File: src/rtl/seg_scan_ctrl.sv
// Scan controller for a 4-digit common-anode seven-segment display.
// Adds a blanking gap between digits and only swaps in a new value at a frame boundary.
module seg_scan_ctrl #(
  parameter int DIGIT_TICKS = 50000,
  parameter int BLANK_TICKS = 1000,
  parameter int CNT_W       = 16
) (
  input  logic        clk,
  input  logic        rst_n,
  input  logic        en,
  input  logic [15:0] value,
  input  logic        value_valid,
  output logic        value_ready,
  input  logic [3:0]  dp_in,
  input  logic [3:0]  digit_en,
  output logic [1:0]  digit_idx,
  output logic [3:0]  anode,
  output logic [6:0]  seg,
  output logic        dp_n,
  output logic        frame_start
);

  typedef enum logic [1:0] {
    IDLE  = 2'd0,
    SHOW  = 2'd1,
    BLANK = 2'd2
  } state_t;

  localparam logic [CNT_W-1:0] DIGIT_LAST = CNT_W'(DIGIT_TICKS - 1);
  localparam logic [CNT_W-1:0] BLANK_LAST = CNT_W'(BLANK_TICKS - 1);

  state_t            state_r, state_s;
  logic [CNT_W-1:0]  timer_r, timer_s;
  logic [1:0]        idx_r, idx_s;
  logic [15:0]       disp_r, disp_s, pend_r, pend_s;
  logic [3:0]        ddp_r, ddp_s, pdp_r, pdp_s;
  logic              pfull_r, pfull_s;
  logic              ready_r;
  logic [3:0]        anode_r, anode_s;
  logic [6:0]        seg_r, seg_s;
  logic              dp_n_r, dp_n_s;
  logic              fstart_r;
  logic              load_s, accept_s;
  logic [3:0]        nib_s;

  // Active-low {g,f,e,d,c,b,a} pattern for one hex nibble.
  function automatic logic [6:0] hex_seg(input logic [3:0] h);
    case (h)
      4'h0:    hex_seg = 7'b1000000;
      4'h1:    hex_seg = 7'b1111001;
      4'h2:    hex_seg = 7'b0100100;
      4'h3:    hex_seg = 7'b0110000;
      4'h4:    hex_seg = 7'b0011001;
      4'h5:    hex_seg = 7'b0010010;
      4'h6:    hex_seg = 7'b0000010;
      4'h7:    hex_seg = 7'b1111000;
      4'h8:    hex_seg = 7'b0000000;
      4'h9:    hex_seg = 7'b0010000;
      4'hA:    hex_seg = 7'b0001000;
      4'hB:    hex_seg = 7'b0000011;
      4'hC:    hex_seg = 7'b1000110;
      4'hD:    hex_seg = 7'b0100001;
      4'hE:    hex_seg = 7'b0000110;
      4'hF:    hex_seg = 7'b0001110;
      default: hex_seg = 7'b1111111;
    endcase
  endfunction

  // Scan sequencing: slot timer, digit index and frame-boundary detection.
  always_comb begin
    state_s = state_r;
    timer_s = timer_r;
    idx_s   = idx_r;
    load_s  = 1'b0;
    if (!en) begin
      state_s = IDLE;
      timer_s = '0;
      idx_s   = 2'd0;
    end else begin
      case (state_r)
        IDLE: begin
          state_s = SHOW;
          timer_s = '0;
          idx_s   = 2'd0;
          load_s  = 1'b1;
        end
        SHOW: begin
          if (timer_r == DIGIT_LAST) begin
            state_s = BLANK;
            timer_s = '0;
          end else begin
            timer_s = timer_r + CNT_W'(1);
          end
        end
        BLANK: begin
          if (timer_r == BLANK_LAST) begin
            state_s = SHOW;
            timer_s = '0;
            idx_s   = idx_r + 2'd1;
            load_s  = (idx_r == 2'd3);
          end else begin
            timer_s = timer_r + CNT_W'(1);
          end
        end
        default: begin
          state_s = IDLE;
          timer_s = '0;
          idx_s   = 2'd0;
        end
      endcase
    end
  end

  // Pending buffer and display register; a load consumes the old pending contents.
  always_comb begin
    accept_s = value_valid & ready_r;
    disp_s   = disp_r;
    ddp_s    = ddp_r;
    pend_s   = pend_r;
    pdp_s    = pdp_r;
    pfull_s  = pfull_r;
    if (load_s && pfull_r) begin
      disp_s  = pend_r;
      ddp_s   = pdp_r;
      pfull_s = 1'b0;
    end else begin
      disp_s  = disp_r;
      ddp_s   = ddp_r;
    end
    if (accept_s) begin
      pend_s  = value;
      pdp_s   = dp_in;
      pfull_s = 1'b1;
    end else begin
      pend_s  = pend_r;
      pdp_s   = pdp_r;
    end
  end

  // Next output drive, computed from the next state so outputs can be registered.
  always_comb begin
    nib_s  = disp_s[{idx_s, 2'b00} +: 4];
    anode_s = 4'b1111;
    seg_s   = 7'b1111111;
    dp_n_s  = 1'b1;
    if (state_s == SHOW) begin
      anode_s = digit_en[idx_s] ? ~(4'b0001 << idx_s) : 4'b1111;
      seg_s   = hex_seg(nib_s);
      dp_n_s  = ~ddp_s[idx_s];
    end else begin
      anode_s = 4'b1111;
      seg_s   = 7'b1111111;
      dp_n_s  = 1'b1;
    end
  end

  // State and output registers with synchronous active-low reset.
  always_ff @(posedge clk) begin
    if (!rst_n) begin
      state_r  <= IDLE;
      timer_r  <= '0;
      idx_r    <= 2'd0;
      disp_r   <= 16'h0000;
      ddp_r    <= 4'b0000;
      pend_r   <= 16'h0000;
      pdp_r    <= 4'b0000;
      pfull_r  <= 1'b0;
      ready_r  <= 1'b1;
      anode_r  <= 4'b1111;
      seg_r    <= 7'b1111111;
      dp_n_r   <= 1'b1;
      fstart_r <= 1'b0;
    end else begin
      state_r  <= state_s;
      timer_r  <= timer_s;
      idx_r    <= idx_s;
      disp_r   <= disp_s;
      ddp_r    <= ddp_s;
      pend_r   <= pend_s;
      pdp_r    <= pdp_s;
      pfull_r  <= pfull_s;
      ready_r  <= ~pfull_s;
      anode_r  <= anode_s;
      seg_r    <= seg_s;
      dp_n_r   <= dp_n_s;
      fstart_r <= load_s;
    end
  end

  assign value_ready = ready_r;
  assign digit_idx   = idx_r;
  assign anode       = anode_r;
  assign seg         = seg_r;
  assign dp_n        = dp_n_r;
  assign frame_start = fstart_r;

endmodule

File: config.mk
export PLATFORM = sky130hd
export DESIGN_NAME = seg_scan_ctrl
export DESIGN_NICKNAME = d
export VERILOG_FILES = /design/src/rtl/seg_scan_ctrl.sv
export SDC_FILE = /design/constraint.sdc
export NUM_CORES = 1
export LEC_CHECK = 0
export ABC_AREA = 1
export CAP_MARGIN = 20
export CORE_UTILIZATION = 50
export CTS_CLUSTER_DIAMETER = 30
export DETAILED_ROUTE_END_ITERATION = 10
export PLACE_DENSITY = 0.75
export SETUP_SLACK_MARGIN = 0.02
export SYNTH_ARGS = -nofsm -noshare
export SYNTH_HDL_FRONTEND = slang
export SYNTH_SLANG_ARGS = --single-unit
File: constraint.sdc
create_clock -name clk -period 2.4 [get_ports clk]
set_input_delay 0.48 -clock clk [delete_from_list [all_inputs] [get_ports clk]]
set_output_delay 0.48 -clock clk [all_outputs]
set_load 0.01 [all_outputs]
After elaboration in Yosys (flattened, before gate mapping)

Memory sizes are Yosys's and may differ from the RTL's. A register that Yosys moved wholly into a read port is not among the register bits.
Index checks and enable logic that the tools add are counted.

Bits of input ports: 28
Register bits after elaboration: 68
ROM bits: 112
Output and inout port bits: 16
Logic and storage cells: 55
Memories: 1

Reduce and logical (&&, ||, !) cells: 6
Bitwise gates (word level): 4
Muxes and demuxes: 21
Equal/unequal tests: 6
Add/subtract/negate cells: 2
Order comparisons: 1
Shift-type cells: 2

Memories:

| memory           | depth | width | rd ports | clocked after memory_dff | wr ports | RTL line | RTL |
|---|---|---|---|---|---|---|---|
| (name not given) | 16    | 7     | 1        | 1                        | 0        | 48       | `case (h)` |

Operators by type and width:

| kind                  | count |
|---|---|
| $mux 16               | 3 |
| $pmux 16 s2           | 1 |
| $add 16x1->16 const B | 1 |
| $eq 16x10->1 const B  | 1 |
| $eq 16x16->1 const B  | 1 |
| $shiftx 16x5->4       | 1 |
| $mux 2                | 5 |
| $mux 1                | 6 |
| $pmux 2 s3            | 1 |
| $bmux 1 s2            | 2 |
| $eq 2x1->1 const B    | 2 |
| $eq 2x2->1 const B    | 2 |
| $mux 4                | 1 |
| $not 4->4             | 1 |
| $pmux 2 s2            | 1 |
| $reduce_and 2->1      | 2 |
| $shl 1x2->4 const A   | 1 |
| $lt 2x3->1 const B    | 1 |
| $reduce_and 3->1      | 1 |
| $add 2x1->2 const B   | 1 |
| $logic_not 2->1       | 1 |
| $not 1->1             | 2 |
| $pmux 1 s2            | 1 |
| $and 1x1->1           | 1 |
| other kinds (2)       | 2 |

Longest topological paths before layout

Word-level depth: 9
Gate-level depth with buffers: 22
Depth with buffers taken out: 22

Worst setup path before layout

Ideal clock, no wire load.

Kind: register to register
Start point: register timer_r[0]
End point: register seg_r[5] (netlist: seg[5])
Library setup time: 112 ps
Setup slack: 112 ps
Cell stages (with the launch flop): 21
Period minus slack after synthesis: 2288 ps
Arrival: 2176 ps
Data required time: 2288 ps
Path buffers: 1
Path through: dfxtp_1 > ha_1 > nand2_1 > inv_1 > nand2_1 > nor2_4 > nand3_2 > nand2_4 > nand3_4 > buf_6 > nor2_4 > nor2_1 > nand2_1 > nand2_1 > nor2_4 > inv_1 > ha_1 > nand2_1 > o21ai_0 > nand2_1 > nand2_1

Longest elaborated chain between the ends: 7
Elaborated cells on any way between the ends: 18
Classes of those cells: eq/ne (3); shift (1); mux (11); reduce/logical (3)

Ends and longest elaborated chain:

| item                                                      | RTL line | RTL |
|---|---|---|
| start: declaration                                        | 33       | `logic [CNT_W-1:0] timer_r, timer_s;` |
| start signal: assignment                                  | 175      | `timer_r <= timer_s;` |
| $eq 16x10->1 / $eq 16x16->1 (equally long branches)       | 96, 88   |  |
| $mux 1, or another cell as far along                      | 96       | `if (timer_r == BLANK_LAST) begin` |
| $pmux 1 s2 / $pmux 2 s3 (equally long branches)           | 80       | `case (state_r)` |
| $mux 1 / $mux 2 (equally long branches)                   | 75       | `if (!en) begin` |
| $logic_and 1x1->1 / $eq 2x1->1 (equally long branches)    | 122, 146 |  |
| $mux 16 / $reduce_and 2->1 (equally long branches)        | n/a      |  |
| $shiftx 16x5->4 / $logic_not 1->1 (equally long branches) | n/a      |  |
| end: declaration                                          | 40       | `logic [6:0] seg_r, seg_s;` |

Parallel ways exist; a longest one is shown, timed or not.
A chain may end at the register's enable or synchronous reset.

Final worst setup path

Start point: input en
End point: register seg_r[3] (netlist: seg[3])

Longest elaborated chain between the ends: 4
Elaborated cells on any way between the ends: 9
Classes of those cells: eq/ne (1); shift (1); mux (4); reduce/logical (3)

Ends and longest elaborated chain:

| item                                                      | RTL line | RTL |
|---|---|---|
| start: declaration                                        | 10       | `input logic en,` |
| $mux 1 / $mux 2 (equally long branches)                   | 75       |  |
| $logic_and 1x1->1 / $eq 2x1->1 (equally long branches)    | 122, 146 |  |
| $mux 16 / $reduce_and 2->1 (equally long branches)        | n/a      |  |
| $shiftx 16x5->4 / $logic_not 1->1 (equally long branches) | n/a      |  |

Parallel ways exist; a longest one is shown, timed or not.

==> out/metrics.csv <==
stage,metric,value,unit
die,Initial Utilization,52.5,%
pwr,switching power,0.790,mW
pwr,Seq pwr share,49.4,%
status,status,finished with violations,
pwr,Clock power frac,34.0,%
logic_synthesis,number of synthesized flops with an enable pin,0,
logic_synthesis,"area leader, netlist",dfxtp_1,
routing,total vias in the final route,3495,
setup_path,CP startpoint kind,input port,
clock_tree,CTS sink count,75,
timing,Fin Setup TNS,-0.224,ns
timing,achievable frequency,408,MHz
clock_tree,Worst-Skew Late Latency,0.35,ns
pwr,worst vdd rail ir drop,0.000479,V
setup_path,Critical Path End Type,flip-flop,
clock_tree,hold_buf cts,0,
pwr,Comb power frac,16.7,%
timing,Final setup violation count,7,
timing,endpoints failing hold,0,
global_routing,total grt overflow,0,
clock_tree,largest buffer count on any clock path,2,
setup_path,largest fanout on the critical path,5,
logic_synthesis,Synth Instances,510,
timing,final setup margin,-0.0520,ns
logic_synthesis,yosys warns,0,
status,failing checks,negative setup slack,
timing,Slew Limit Headroom,69.9,%
clock_tree,CTS root buffer,clkbuf_8,
setup_path,kind of critical path,input port to flip-flop,
die,Die W,87.1,µm
timing,clock skew,0.0112,ns
placement,Placed Area,4370,µm²
pwr,leakage power,2.26,nW
finish,share of cells above drive strength 1,24.6,%
logic_synthesis,Synth Area in Compound Gates,7.15,%
routing,DRC violations left,0,
setup_path,slowest cell delay on critical path,0.69,ns
logic_synthesis,post-synth cell types,33,
die,# rows,30,
hold_path,worst min path class,flip-flop to flip-flop,
clock_tree,Clock Pin Slew Worst Setup and Hold Paths,0.09,ns
timing,Least-Margin Pin Slew,0.448,ns
finish,Layout area overhead,37.9,%
pwr,PnR Total Power,2.69,mW
job,maxcap violations,0,
logic_synthesis,syn nets,550,
placement,GPL Wtd Cong,0.862,
die,IO Count,44,
logic_synthesis,dominant synthesized flop cell,dfxtp_1,
clock_tree,CTS tree,built,
timing,WHS,0.458,ns
pwr,P_int,1.90,mW
setup_path,Worst Path Arrival,2.70,ns
setup_path,Critical-path top delay cell,clkdlybuf4s50_1,
logic_synthesis,sequential fraction of the synthesis area,41.4,%
global_routing,initial antenna violation count,0,
timing,RSZ-0062 raised after global routing,yes,
setup_path,Worst Path Required,2.64,ns
routing,total wire length,8670,µm
die,Chip Height,87.1,µm
timing,fin crit share,102,%
logic_synthesis,main combinational cell family by area after synthesis,simple AND/OR/NAND/NOR gates,
logic_synthesis,post-synthesis area per instance,7.10,µm²
logic_synthesis,simple-gate area share of the yosys netlist,35.1,%
logic_synthesis,Async SR Flop Fraction,0,%
die,die area,7590,µm²
global_routing,vias in the first global route,3290,
routing,Antenna Nets Post-Route,0,
pwr,sw frac,29.4,%
logic_synthesis,"top cells by area, synth","dfxtp_1, nand2_1, inv_1",
logic_synthesis,XOR/XNOR share of the synthesized area,1.21,%
placement,dpl hpwl,5790,µm
global_routing,Total GRT Usage,23.3,%
logic_synthesis,Synth Register Bits,75,
logic_synthesis,Adder-Cell Fraction of Synth Area,4.14,%
logic_synthesis,most frequent cells after synthesis,"nand2_1, dfxtp_1, inv_1, nor2_1, nand3_1",
clock_tree,H-tree depth,3,
pwr,power density cells,538,nW/µm²
finish,Final Util,72.4,%
logic_synthesis,Post-Syn Area,3620,µm²
routing,via density per instance,4.95,
logic_synthesis,Yosys top cell area share,41.4,%
routing,drt pass-1 iters,4,
clock_tree,TritonCTS Buffers,9,
global_routing,first-pass GRT wire length,13900,µm
finish,final instance area,5000,µm²
die,core area,6910,µm²
placement,Port-buffer cells,43,
finish,nets,645,
finish,# diodes,0,
routing,wire per inst,12.3,µm
setup_path,cell breakdown of the critical path,"clkdlybuf4s50_1, nand2_1, inv_1, nand2_1, nor2_4, nor2_2, nand2_1, nand2_2, nor2_4, inv_4, ha_4, nand2_4, nand2_2, nand2_2, nand3_2",
routing,initial DRC count,134,
finish,fillers,545,
timing,"Slew Viols, Final",0,
global_routing,largest net degree at the start of global routing,24,
timing,fin crit period,2.45,ns
logic_synthesis,"count leader, synth",nand2_1,
logic_synthesis,post-synthesis mux area share,0.552,%
==> per-stage QoR <==
stage | std cells | setup slack [ns]
2_1_floorplan | 510 | 0.112
6_report | 706 | -0.0520
3_3_place_gp | 671 | -0.150
4_1_cts | 697 | 0.0208
5_1_grt | 706 | -0.229
3_5_place_dp | 671 | -0.189
==> worst max-delay path, delay by kind of cell <==
kind	cells	cell delay, ns
adders and majority gates	1	0.18
buffers and inverters	3	0.88
and+or+nand+nor	11	1.15
==> final timing paths <==
kind                            depth (start not counted)                     from  slack, ns                 endpoint
worst min register to register                          2  pend_r[14]$_SDFFE_PN0P_       0.46  pend_r[14]$_SDFFE_PN0P_
worst min-delay path                                    2  pend_r[14]$_SDFFE_PN0P_       0.46  pend_r[14]$_SDFFE_PN0P_
worst max-delay path                                   15                       en      -0.05        seg[3]$_SDFF_PN1_
worst max register to register                         19    timer_r[0]$_SDFF_PN0_      -0.05        seg[3]$_SDFF_PN1_
==> placed cells by master (no fill, tap or decap), types with 2 or more instances in the layout <==
cell,instances
nand2_1,83
inv_2,8
and3_1,5
nand3_1,31
nand3_4,4
inv_1,69
a21oi_1,18
clkinv_1,2
and2_1,3
xor2_1,5
nor2_2,6
buf_6,6
dfxtp_1,71
nand3_2,4
clkbuf_8,9
o21ai_0,25
nor2_4,11
nand2_2,22
mux2i_1,2
nor2_1,62
clkdlybuf4s50_1,43
ha_1,5
clkinv_4,3
nand4_1,20
nand2_4,8
buf_4,47
nor3_1,11
inv_4,2
dfxtp_2,4
inv_6,3
ha_4,6
o21ai_2,2
==> what timing repair did <==
item	CTS	global route
pin swaps	21	37
gates cloned	1	1
setup endpoints to repair	7	7
setup buffers	9	9
gates resized for setup	35	43
==> logic make-up (layout without fill, tap and decap cells) <==
group	count (synthesis)	count (layout)
flops	75	75
fa+ha+maj	12	12
xor+xnor	5	5
buf+inv	95	193
mux	2	2
compound gates	50	50
simple gates	271	273
==> per-layer routing <==
metal | wire length [µm] | up-vias | global-route usage [%]
li1 | - | 1810 | -
met1 | 3790 | 1583 | 27.7
met2 | 4360 | 82 | 39.7
met3 | 303 | 20 | 5.12
met4 | 213 | 0 | 11.3
met5 | 0 | - | 0
==> flip-flops by register name (all words and copies together) (netlist names) <==
| name | flops |
|---|---|
| dp_n | 1 |
| digit_idx | 2 |
| anode | 4 |
| pdp_r | 4 |
| frame_start | 1 |
| ddp_r | 4 |
| value_ready | 1 |
| pend_r | 16 |
| seg | 7 |
| disp_r | 16 |
| timer_r | 16 |
| pfull_r | 1 |
| state_r | 2 |
==> layout make-up <==
type                    count  area [µm²]  share of cell area [%]
multi-input cells         342        2030                    40.6
flip-flops and latches     75        1510                    30.1
repair buffers             96         851                    17.0
inverters                  81         309                    6.18
clock buffers               9         124                    2.48
well taps                  96         120                    2.40
clock inverters             7        60.1                    1.20
==> power by group through the flow <==
stage	clock network, mW	registers (mW)	logic, mW
after detailed placement	0	1.35	0.364
final	0.913	1.33	0.449
after floorplan	0	1.35	0.212
after global routing	0.978	1.33	0.493
after global placement	0	1.35	0.357
after CTS	0.925	1.33	0.391
Note: power is estimated with default switching activity, not from simulation.
